===== src/rtl/uart_rx_arb_pkg.sv =====
// Shared definitions for the UART RX read-port arbiter: FSM encodings,
// default widths and the requester-index width helper.
package uart_rx_arb_pkg;

    localparam int STATE_W    = 4;
    localparam int DEFAULT_DW = 8;

    typedef enum logic [STATE_W-1:0] {
        S_IDLE  = 4'b0001,
        S_ISSUE = 4'b0010,
        S_WAIT  = 4'b0100,
        S_DONE  = 4'b1000
    } state_t;

    // Index width for a requester count; never narrower than one bit.
    function automatic int idx_w(input int n);
        return (n > 1) ? $clog2(n) : 1;
    endfunction

endpackage


===== src/rtl/uart_rx_rr_picker.sv =====
// Combinational round-robin picker: first asserted request found searching
// upward from (last_gnt + 1) mod N_REQ with wrap-around.
module uart_rx_rr_picker
    import uart_rx_arb_pkg::*;
#(
    parameter int N_REQ = 2,
    parameter int IW    = idx_w(N_REQ)
) (
    input  logic [N_REQ-1:0] req,
    input  logic [IW-1:0]    last_gnt,
    output logic             any_req,
    output logic [IW-1:0]    winner
);

    logic [IW:0]   sum  [N_REQ];
    logic [IW-1:0] cand [N_REQ];
    logic [N_REQ-1:0] hit;

    // cand[gi] is the requester examined at search position gi; the sum is
    // below 2*N_REQ, so a single conditional subtraction performs the wrap.
    generate
        for (genvar gi = 0; gi < N_REQ; gi++) begin : g_cand
            assign sum[gi]  = {1'b0, last_gnt} + (IW+1)'(gi + 1);
            assign cand[gi] = (sum[gi] >= (IW+1)'(N_REQ))
                              ? IW'(sum[gi] - (IW+1)'(N_REQ))
                              : sum[gi][IW-1:0];
            assign hit[gi]  = req[cand[gi]];
        end
    endgenerate

    always_comb begin
        logic found;
        found   = 1'b0;
        winner  = '0;
        any_req = |req;
        for (int i = 0; i < N_REQ; i++) begin
            if (!found && hit[i]) begin
                winner = cand[i];
                found  = 1'b1;
            end
        end
    end

endmodule


===== src/rtl/uart_rx_arbiter.sv =====
// Round-robin arbiter sharing the UART RX data-read port, one byte per grant.
// Optional WAIT-state watchdog enabled by defining UART_RX_ARB_TIMEOUT_EN.
module uart_rx_arbiter
    import uart_rx_arb_pkg::*;
#(
    parameter int N_REQ       = 2,
    parameter int DW          = DEFAULT_DW,
    parameter int TIMEOUT_CYC = 16
) (
    input  logic             clk_i,
    input  logic             rstn_i,
    input  logic [N_REQ-1:0] req_i,
    output logic [N_REQ-1:0] ack_o,
    output logic [DW-1:0]    rdata_o,
    output logic             busy_o,
    output logic             uart_rd_en_o,
    input  logic             uart_rx_empty_i,
    input  logic [DW-1:0]    uart_rdata_i,
    input  logic             uart_rvalid_i,
    output logic             err_o
);

    localparam int            IW       = idx_w(N_REQ);
    localparam logic [IW-1:0] LAST_RST = IW'(N_REQ - 1);

    state_t        state_reg, state_next;
    logic [IW-1:0] gnt_idx_reg;
    logic [IW-1:0] last_gnt_reg;
    logic [DW-1:0] rdata_reg;
    logic [IW-1:0] winner;
    logic          any_req;
    logic          grant_take;
    logic          timeout_hit;

    uart_rx_rr_picker #(
        .N_REQ (N_REQ),
        .IW    (IW)
    ) u_picker (
        .req      (req_i),
        .last_gnt (last_gnt_reg),
        .any_req  (any_req),
        .winner   (winner)
    );

    assign grant_take = (state_reg == S_IDLE) && any_req && !uart_rx_empty_i;

`ifdef UART_RX_ARB_TIMEOUT_EN
    localparam logic [7:0] TO_LAST = 8'(TIMEOUT_CYC - 1);

    logic [7:0] to_cnt_reg;
    logic       err_reg;

    // Fires in the TIMEOUT_CYC-th WAIT cycle, so the ack lands exactly
    // TIMEOUT_CYC cycles after WAIT was entered.
    assign timeout_hit = (state_reg == S_WAIT) && !uart_rvalid_i && (to_cnt_reg == TO_LAST);

    always_ff @(posedge clk_i or negedge rstn_i) begin
        if (!rstn_i) begin
            to_cnt_reg <= '0;
            err_reg    <= 1'b0;
        end else begin
            if (state_reg == S_ISSUE) begin
                to_cnt_reg <= '0;
            end else if (state_reg == S_WAIT) begin
                to_cnt_reg <= to_cnt_reg + 8'd1;
            end
            if (timeout_hit) begin
                err_reg <= 1'b1;
            end
        end
    end

    assign err_o = err_reg;
`else
    logic [7:0] unused_timeout_cfg;

    assign unused_timeout_cfg = 8'(TIMEOUT_CYC);
    assign timeout_hit        = 1'b0;
    assign err_o              = 1'b0;
`endif

    always_ff @(posedge clk_i or negedge rstn_i) begin
        if (!rstn_i) begin
            state_reg <= S_IDLE;
        end else begin
            state_reg <= state_next;
        end
    end

    // req_i is only looked at in IDLE, so a request held through DONE is
    // re-arbitrated against everyone else rather than renewed automatically.
    always_comb begin
        state_next = state_reg;
        case (state_reg)
            S_IDLE:  if (grant_take) state_next = S_ISSUE;
            S_ISSUE: state_next = S_WAIT;
            S_WAIT:  if (uart_rvalid_i || timeout_hit) state_next = S_DONE;
            S_DONE:  state_next = S_IDLE;
            default: state_next = S_IDLE;
        endcase
    end

    always_ff @(posedge clk_i or negedge rstn_i) begin
        if (!rstn_i) begin
            gnt_idx_reg  <= '0;
            last_gnt_reg <= LAST_RST;
            rdata_reg    <= '0;
        end else begin
            if (grant_take) begin
                gnt_idx_reg <= winner;
            end
            if (state_reg == S_DONE) begin
                last_gnt_reg <= gnt_idx_reg;
            end
            if (state_reg == S_WAIT) begin
                if (uart_rvalid_i) begin
                    rdata_reg <= uart_rdata_i;
                end else if (timeout_hit) begin
                    rdata_reg <= '0;
                end
            end
        end
    end

    // Outputs decode the registered state, so reset clears them at once.
    assign uart_rd_en_o = (state_reg == S_ISSUE);
    assign busy_o       = (state_reg != S_IDLE);
    assign rdata_o      = rdata_reg;

    generate
        for (genvar gi = 0; gi < N_REQ; gi++) begin : g_ack
            assign ack_o[gi] = (state_reg == S_DONE) && (gnt_idx_reg == IW'(gi));
        end
    endgenerate

endmodule


===== config.mk =====
export PLATFORM = sky130hd
export DESIGN_NAME = uart_rx_arbiter
export DESIGN_NICKNAME = d
export VERILOG_FILES = /design/src/rtl/uart_rx_arb_pkg.sv /design/src/rtl/uart_rx_rr_picker.sv /design/src/rtl/uart_rx_arbiter.sv
export SDC_FILE = /design/constraint.sdc
export NUM_CORES = 1
export LEC_CHECK = 0
export BUFFER_PORTS_ARGS = -buffer_cell sky130_fd_sc_hd__buf_4
export CORE_ASPECT_RATIO = 1.4
export CORE_MARGIN = 2
export CORE_UTILIZATION = 27
export CTS_CLUSTER_SIZE = 10
export DETAILED_ROUTE_END_ITERATION = 10
export GPL_TIMING_DRIVEN = 1
export PLACE_DENSITY = 0.55
export SLEW_MARGIN = 20
export SYNTH_ARGS = -nofsm -noshare
export SYNTH_HDL_FRONTEND = slang
export SYNTH_SLANG_ARGS = --single-unit

===== constraint.sdc =====
create_clock -name clk_i -period 4.1 [get_ports clk_i]
set_clock_uncertainty 0.2 [all_clocks]
set_input_delay 0.82 -clock clk_i [delete_from_list [all_inputs] [get_ports clk_i]]
set_output_delay 0.82 -clock clk_i [all_outputs]
set_load 0.01 [all_outputs]

# After elaboration in Yosys (flattened, before gate mapping)
# Index checks and enable logic that the tools add are counted.
# W data, S select, Z words.
[op_classes]
order_cmp = 4
n_bitwise = 1
eq_ne = 7
add_sub_neg = 4
n_reduce_logical = 10
n_mux = 12
[op_table]
columns = ["cell", "n"]
rows = [
  ["$pmux W4 S3", 1],
  ["$mux W1", 9],
  ["$mux W4", 2],
  ["$logic_and A1 B1 Y1", 5],
  ["$eq A4 B1 Y1 const B", 1],
  ["$eq A4 B2 Y1 const B", 1],
  ["$eq A4 B3 Y1 const B", 1],
  ["$eq A4 B4 Y1 const B", 1],
  ["$ge A2 B2 Y1 const B", 2],
  ["$lt A1 B2 Y1 const B", 2],
  ["$ne A2 B2 Y1 const B", 2],
  ["$ne A4 B1 Y1 const B", 1],
  ["$reduce_and A2 Y1", 2],
  ["$add A1 B1 Y2 const B", 1],
  ["$add A1 B2 Y2 const B", 1],
  ["$logic_not A1 Y1", 2],
  ["$reduce_or A2 Y1", 1],
  ["$sub A1 B1 Y1 const B", 2],
  ["$not A1 Y1", 1],
]
[word_totals]
word_cells = 42
output_inout_bits = 13
ff_bits = 14

# Logic depth before layout (Yosys ltp)
# Gate-level depths: netlist (run 1).
[logic_depth]
ltp_word = 9
depth_mapped = 4
depth_no_buf = 3

# Cells and area by module
# A second synthesis (run 1) with hierarchy kept.
[unflattened]
cells_unflattened = 47
area_unflattened_um2 = 644.4
[modules_own_cells]
columns = ["mod", "cells_each", "instances", "area_per_inst_um2"]
rows = [
  ["uart_rx_arbiter", 45, 1, 630.6],
  ["uart_rx_rr_picker", 2, 1, 13.8],
]

# Worst setup path after synthesis (run 1)
# Ideal clock, no wire load.
[synth_timing]
path_type = "flip-flop to output port"
startpoint = "register state_reg[1]"
endpoint = "output ack_o[0]"
setup_slack_ns = 2.025
arrival_time_ns = 1.055
required_time_ns = 3.080
path_stages_with_launch = 3
cell_sequence = "dfrtp_1 > nor4b_1 > nor2b_1"
[synth_via]
elab_chain_cells = 2
[synth_rtl]
columns = ["element", "line_no", "source"]
rows = [
  ["from (decl)", "uart_rx_arbiter.sv:26", "state_t state_reg, state_next;"],
  ["from (signal assigned)", "uart_rx_arbiter.sv:86", "state_reg <= state_next;"],
  ["$eq A4 B4 Y1", "uart_rx_arbiter.sv:132", "assign ack_o[gi] = (state_reg == S_DONE) && (gnt_idx_reg == IW'(gi));"],
  ["$logic_and A1 B1 Y1", "uart_rx_arbiter.sv:132", ""],
  ["to (decl)", "uart_rx_arbiter.sv:13", "output logic [N_REQ-1:0] ack_o,"],
]
# No other way between the ends.

# Worst setup path in the final report (run 1)
# Same ends and word-level chain as after synthesis.

==> results.cfg, run 1 <==
[die]
core_area_mm2 = 0.00223
die_x_um = 45.3
io_pins = 27
fp.dieArea_mm2 = 0.00280
rows = 20
die_height_um = 61.8
initial_utilization = 0.289

[drt]
drc = 0
vias = 436
viasPerCell = 4.69
drtIter0Drc = 2
wirelength_um = 1130
wl_per_cell_um = 12.2
antenna_left = 0
dr.pass1.iters = 2

[global_route]
grt_pass1_vias = 452
grt_overflow = 0
met3_usage = 0.0376
grt_pass1_wl_um = 1840
grt.met1_usage = 0.111
grt_start_max_net_pins = 15
busiest_layer = met2
antenna_found_initial = 0
gr-usage-met2 = 0.143
track_usage = 0.0967

[status]
outcome = complete, no violations

[setup_path]
startpoint_type = flop
slowest_stage = nor4b_1
cpPeakStageDelay_ps = 490
r2r_end = gnt_idx_reg
ff2ff_path_depth = 3
worstPathArrival_ps = 1500
worstReg2RegStart = state_reg[0]
reg2reg_setup_slack_ps = 2210
crit_chain = nor4b_1 -> nor2b_1 -> buf_4
critPathMaxFanout = 5
required_ps = 3080
crit_type = reg2out
worstSetupEndpointType = output port
path_delay_family = simple AND/OR/NAND/NOR gates
crit_buf_inv = 1

[cells_and_area]
largest_reg_flops = 8
final_util = 0.394
num-fill-cells = 224
diodes = 0
seq_area_um2 = 353
multi_input_area_um2 = 269
syn_to_final_growth_pct = 36.1
drive_gt1_frac = 0.606
nNetsFinal = 86

[sta]
slew-limit-headroom = 0.671
tightestPinTransition_ps = 486
post-route-period-util = 0.616
fin_setup_tns_ps = 0
finalHoldViolCount = 0
drv_slew = 0
grt_setup_unrepaired = no
setup_viol = 0
hold_slack_ps = 164
fmax_mhz = 396
fin_crit_ps = 2520
worst_slack_ps = 1580

[clocking]
max-clock-path-buffers = 2
clock-sinks = 14
post_cts_buffers = 0
cts_resized = 0
cts_tree = built
cts_hold_buffers = 0
clk_pin_slew_worst_paths_ps = 90
ctsRootBufferMaster = clkbuf_4
clkLatencyLatePin_ps = 280
cts_inserted_buffers = 3
cts_htree_levels = 1

[yosys]
yosysTopAreaCell = dfrtp_1
ys_seq_area_frac = 0.548
synth_warnings = 0
async_flop_share = 1.00
synth_top_area_share = 0.466
ys.flop_type = dfrtp_1
synth_seq_cells = 14
synthTopCellsByArea = dfrtp_1 47%, mux2_4 19%, dfstp_2 8.2%, mux2_2 3.5%, nor4b_1 2.7%
netlist_instances = 44
synth_cell_types = 21
synth_nets = 58
syn_area_per_cell_um2 = 14.6
yosysMostFrequentCell = dfrtp_1
ys_top_cells_by_count = 12 x dfrtp_1, 8 x mux2_4
synth_edf_count = 0
synthesis.area_um2 = 644

[placement]
portBuffers = 25
dp_hpwl_um = 877
finalWeightedCongestion = 0.746
place_ws_ps = 1890

[power_and_ir_drop]
p_clk_frac = 0.191
p_per_area_mw_per_mm2 = 600
seqPwrFrac = 0.437
power_frac_comb = 0.372
swShare = 0.282
p_int_mw = 0.378
p_sw_mw = 0.149
power.total_mw = 0.527
power_leakage_nw = 0.455
ir_worst_vdd_v = 0.000241

[min_path]
hold_path_class = in2async

[job]
max_cap_violations = 0
## power groups by stage
stage	sequential [mW]	combinational [mW]	clock (mW)
final	0.230	0.196	0.100
after global routing	0.239	0.213	0.112
after CTS	0.231	0.200	0.103
after detailed placement	0.233	0.199	0
after global placement	0.232	0.198	0
after floorplan	0.246	0.0907	0
## worst max-delay path by stage
stage               cells past startpoint  endpoint  slack (ps)    startpoint
finish                                  3  ack_o[0]        1580  state_reg[1]
global route                            3  ack_o[1]        1430  state_reg[1]
CTS                                     2    busy_o        1550  state_reg[0]
detailed placement                      2    busy_o        1890  state_reg[0]
global placement                        2    busy_o        1880  state_reg[0]
floorplan                               2  ack_o[0]        2030  state_reg[1]
## cell type report
class / instances / share of cell area
clock buffer: 4 / 0.0414
multi-input combinational: 27 / 0.307
sequential: 14 / 0.402
timing repair buffer: 25 / 0.214
inverter: 1 / 0.00428
tap: 22 / 0.0314
## worst register-to-register path: stages (launching register included)
cell	delay, ps
dfstp_2	590
or4b_1	470
nor2_1	170
mux2_2	350
## routing by layer
metal,share of wire,vias up
li1,-,209
met1,0.43,205
met2,0.48,20
met3,0.081,2
met4,0.012,0
met5,0,-
## stage by stage
stage          instance area [um2]  std cells
2_1_floorplan                  644         44
3_3_place_gp                   841         89
3_5_place_dp                   841         89
4_1_cts                        877         93
5_1_grt                        877         93
6_report                       877         93
## layout by cell type, fill, tap and decap left out, types with 2 or more instances in the layout
cell type	count
o21bai_1	2
mux2_4	8
mux2_2	2
dfstp_2	2
buf_4	25
nor3_1	2
dfrtp_1	12
nor4b_1	2
clkbuf_4	3
## cell families after synthesis
kind of cell	after synthesis	synth area share
DFF	14	0.548
and+or+nand+nor	11	0.136
muxes	10	0.221
AOI/OAI and AO/OA	5	0.0544
buffers and inverters	3	0.0349
other	1	0.00582
(Power assumes the default switching activity.)
==> run 2: changes to the inputs <==
==> constraint.sdc (replaced) <==
create_clock -name clk_i -period 2.45 [get_ports clk_i]
set_clock_uncertainty 0.2 [all_clocks]
set_input_delay 0.49 -clock clk_i [delete_from_list [all_inputs] [get_ports clk_i]]
set_output_delay 0.49 -clock clk_i [all_outputs]
set_load 0.01 [all_outputs]
==> run 2 against run 1 <==
  * Sequential power grew 69%
  * Non-clock buffer count grew 1
  * Worst setup slack lost 1300 ps
==> results.cfg, run 2 (same netlist as run 1, synthesis figures left out) <==
[status]
outcome = complete, no violations

[setup_path]
worstPathArrival_ps = 1500
ff2ff_path_depth = 3
reg2reg_setup_slack_ps = 540
crit_chain = or4b_1 -> buf_4
crit_buf_inv = 1
crit_type = reg2out
r2r_end = gnt_idx_reg
slowest_stage = dfstp_2
cpPeakStageDelay_ps = 590
worstSetupEndpointType = output port
required_ps = 1760
critPathMaxFanout = 7
worstReg2RegStart = state_reg[0]
startpoint_type = flop
path_delay_family = flip-flops

[cells_and_area]
nNetsFinal = 87
stdcell_count = 94
syn_to_final_growth_pct = 37.7
final_common_cell = buf_4
largest_reg_flops = 8
final_cell_mix = 25 x buf_4, 12 x dfrtp_1, 8 x mux2_4, 3 x clkbuf_4
drive_gt1_frac = 0.597
diodes = 0

[power_and_ir_drop]
p_per_area_mw_per_mm2 = 992
ir_worst_vdd_v = 0.000299
power.total_mw = 0.880
power_leakage_nw = 0.460

[drt]
drtIter0Drc = 0
drc = 0
wirelength_um = 1230
viasPerCell = 4.53
antenna_left = 0
dr.pass1.iters = 1
vias = 426
wl_per_cell_um = 13.0

[global_route]
track_usage = 0.101
grt_pass1_wl_um = 1960
grt_start_max_net_pins = 15
antenna_found_initial = 0
grt_overflow = 0
grt_pass1_vias = 416

[min_path]
min_from = uart_rdata_i[5]
hold_end = rdata_o[5]
holdPathStages = 2
hold_path_class = in2reg

[sta]
post-route-period-util = 0.893
grt_setup_unrepaired = no
hold_slack_ps = 237
drv_slew = 0
finalHoldViolCount = 0
fmax_mhz = 457
fin_crit_ps = 2190
fin_setup_tns_ps = 0
setup_viol = 0

[die]
die_height_um = 61.8
initial_utilization = 0.289
core_area_mm2 = 0.00223
rows = 20
fp.dieArea_mm2 = 0.00280
die_x_um = 45.3
io_pins = 27

[clocking]
ctsRootBufferMaster = clkbuf_4
post_cts_buffers = 0
clock-sinks = 14
cts_htree_levels = 1
cts_resized = 0
cts_inserted_buffers = 3
cts_hold_buffers = 1
clk_pin_slew_worst_paths_ps = 80
max-clock-path-buffers = 2
clkLatencyLatePin_ps = 270
cts_tree = built

[job]
max_cap_violations = 0

[placement]
portBuffers = 25
finalWeightedCongestion = 0.705
dp_cells = 89
dp_hpwl_um = 910
==> run 2: cell types whose count changed in the layout (fill, tap and decap cells not counted), sizes merged <==
cell | previous run | this run
dlygate4sd3 | 0 | 1
==> run 2: worst max path at each step <==
stage,start,endpoint,slack (ps),cells past startpoint
CTS,state_reg[0],busy_o,240,2
global route,state_reg[1],ack_o[0],70,3
global placement,state_reg[1],ack_o[0],570,3
detailed placement,state_reg[0],gnt_idx_reg,550,3
floorplan,state_reg[0],gnt_idx_reg,570,3
finish,state_reg[0],busy_o,260,2
==> run 2: area by class of cell <==
type | instances | area (um2)
Clock buffer | 4 | 36.3
Fill cell | 224 | 1340
Inverter | 1 | 3.75
Multi-Input combinational cell | 27 | 269
Sequential cell | 14 | 353
Tap cell | 22 | 27.5
Timing Repair Buffer | 26 | 198
==> run 2: metal layers <==
| metal | share of wire | track usage | up-vias |
|---|---|---|---|
| li1 | - | - | 208 |
| met1 | 0.43 | 0.134 | 200 |
| met2 | 0.50 | 0.147 | 18 |
| met3 | 0.075 | 0.0260 | 0 |
| met4 | 0 | 0.0630 | 0 |
| met5 | 0 | 0 | - |
==> run 2: stage by stage <==
| step | setup WS, ps | instance area [um2] | util |
|---|---|---|---|
| floorplan | 571 | 644 | - |
| global placement | 567 | 841 | 0.378 |
| detailed placement | 552 | 841 | 0.378 |
| CTS | 245 | 887 | 0.398 |
| global route | 66.9 | 887 | 0.398 |
| finish | 261 | 887 | 0.398 |
==> run 2: report_power, final <==
| part | leakage (nW) | internal (mW) | switching, mW |
|---|---|---|---|
| combinational | 0.264 | 0.219 | 0.110 |
| clock | 0.0210 | 0.0903 | 0.0732 |
| sequential | 0.174 | 0.324 | 0.0631 |
==> run 3: changes to the inputs <==
--- a/config.mk
+++ b/config.mk
@@ -6,6 +6,7 @@
 export NUM_CORES = 1
 export LEC_CHECK = 0
 export BUFFER_PORTS_ARGS = -buffer_cell sky130_fd_sc_hd__buf_4
+export CAP_MARGIN = 25
 export CORE_ASPECT_RATIO = 1.4
 export CORE_MARGIN = 2
 export CORE_UTILIZATION = 27
==> constraint.sdc (replaced) <==
create_clock -name clk_i -period 2.8 [get_ports clk_i]
set_clock_uncertainty 0.2 [all_clocks]
set_input_delay 0.56 -clock clk_i [delete_from_list [all_inputs] [get_ports clk_i]]
set_output_delay 0.56 -clock clk_i [all_outputs]
set_load 0.01 [all_outputs]
==> run 3 against run 2 <==
  * Clock power down 9.8%
  * First-iteration DRC count up 1
  * Die area stayed put
  * Count of clock-buffer cells in the layout is the same
  * Sequential share of layout area stayed put
==> results.cfg, run 3 (same netlist as run 1, synthesis figures left out) <==
[status]
outcome = complete, no violations

[drt]
wl_met3_um = 97
wirelength_um = 1140
viasPerCell = 4.65
antenna_left = 0
dr_wl_met2_um = 541
drc = 0
wl_per_cell_um = 12.1
vias = 437
drtIter0Drc = 1
drt-met1-wl_um = 486
dr.pass1.iters = 2
routed.top_layer = met4

[die]
core_area_mm2 = 0.00223
fp.dieArea_mm2 = 0.00280
die_height_um = 61.8
io_pins = 27
die_x_um = 45.3
rows = 20
initial_utilization = 0.289

[global_route]
grt_start_max_net_pins = 15
grt_overflow = 0
grt_pass1_vias = 452
grt_pass1_wl_um = 1840
track_usage = 0.0967
antenna_found_initial = 0

[clocking]
cts_tree = built
cts_inserted_buffers = 3
max-clock-path-buffers = 2
clkLatencyLatePin_ps = 280
clock-sinks = 14
cts_htree_levels = 1
clk_pin_slew_worst_paths_ps = 90
ctsRootBufferMaster = clkbuf_4

[cells_and_area]
drive_gt1_frac = 0.597
final_cell_mix = 25 x buf_4, 12 x dfrtp_1, 8 x mux2_4, 3 x clkbuf_4
final_common_cell = buf_4
syn_to_final_growth_pct = 37.7
largest_reg_flops = 8
diodes = 0
nNetsFinal = 87

[sta]
grt_setup_unrepaired = no
fin_setup_tns_ps = 0
slew-limit-headroom = 0.671
setup_viol = 0
post-route-period-util = 0.809
tightestPinTransition_ps = 486
drv_slew = 0
fin_crit_ps = 2260
fmax_mhz = 442
worst_slack_ps = 536
finalHoldViolCount = 0

[setup_path]
crit_buf_inv = 1
crit_chain = or4b_1 -> buf_4
startpoint_type = flop
worstSetupEndpointType = output port
ff2ff_path_depth = 3
required_ps = 2040
slowest_stage = dfstp_2
worstPathArrival_ps = 1500
crit_type = reg2out
cpPeakStageDelay_ps = 590
path_depth = 2
critPathMaxFanout = 7
path_delay_family = flip-flops

[min_path]
hold_path_class = in2reg
holdPathStages = 2

[placement]
dp_hpwl_um = 877
portBuffers = 25
finalWeightedCongestion = 0.747
place_ws_ps = 846

[power_and_ir_drop]
ir_worst_vdd_v = 0.000358
p_per_area_mw_per_mm2 = 870
power_leakage_nw = 0.460

[job]
max_cap_violations = 0
[run 3: cell counts in the layout (fill, tap and decap cells not counted)]
No cell type changed its count.
[run 3: repair_timing]
action                                 CTS  global route
resized for setup                        0             0
hold buffers                             1             0
buffers inserted                         0             0
endpoints found under the hold margin   12             0
[run 3: cell type report]
type	count	area (um2)
Inverter	1	3.75
Clock buffer	4	36.3
Sequential cell	14	353
Tap cell	22	27.5
Timing Repair Buffer	26	198
Fill cell	223	1340
Multi-Input combinational cell	27	269
[run 3: per-layer routing]
layer,vias to the layer above,GRT usage
met5,-,0
met4,0,0.0756
met3,2,0.0376
met2,20,0.143
met1,205,0.111
li1,210,-
[run 3: path summary, 6_finish.rpt]
check / endpoint / from / slack (ps)
setup / recovery: busy_o / state_reg[0] / 540
hold / removal: rdata_o[1] / uart_rdata_i[1] / 300
setup reg to reg: gnt_idx_reg / state_reg[0] / 910
hold reg to reg: rdata_o[6] / rdata_o[6] / 320
max in group asynchronous: last_gnt_reg / rstn_i / 1700
min in group asynchronous: rdata_o[7] / rstn_i / 450
[run 3: per-stage QoR]
step | utilization | instances | total power, mW | instance area, um2 | hold WS, ps
floorplan | - | 44 | 0.493 | 644 | 64.4
global placement | 0.378 | 89 | 0.630 | 841 | 221
detailed placement | 0.378 | 89 | 0.632 | 841 | 223
CTS | 0.398 | 94 | 0.784 | 887 | 289
global route | 0.398 | 94 | 0.826 | 887 | 287
finish | 0.398 | 94 | 0.772 | 887 | 299
[run 3: where the power goes]
group / internal [mW] / switching [mW] / total, mW
clock network: 0.0791 / 0.0680 / 0.147
registers: 0.284 / 0.0528 / 0.337
logic: 0.192 / 0.0967 / 0.288
total: 0.554 / 0.218 / 0.772
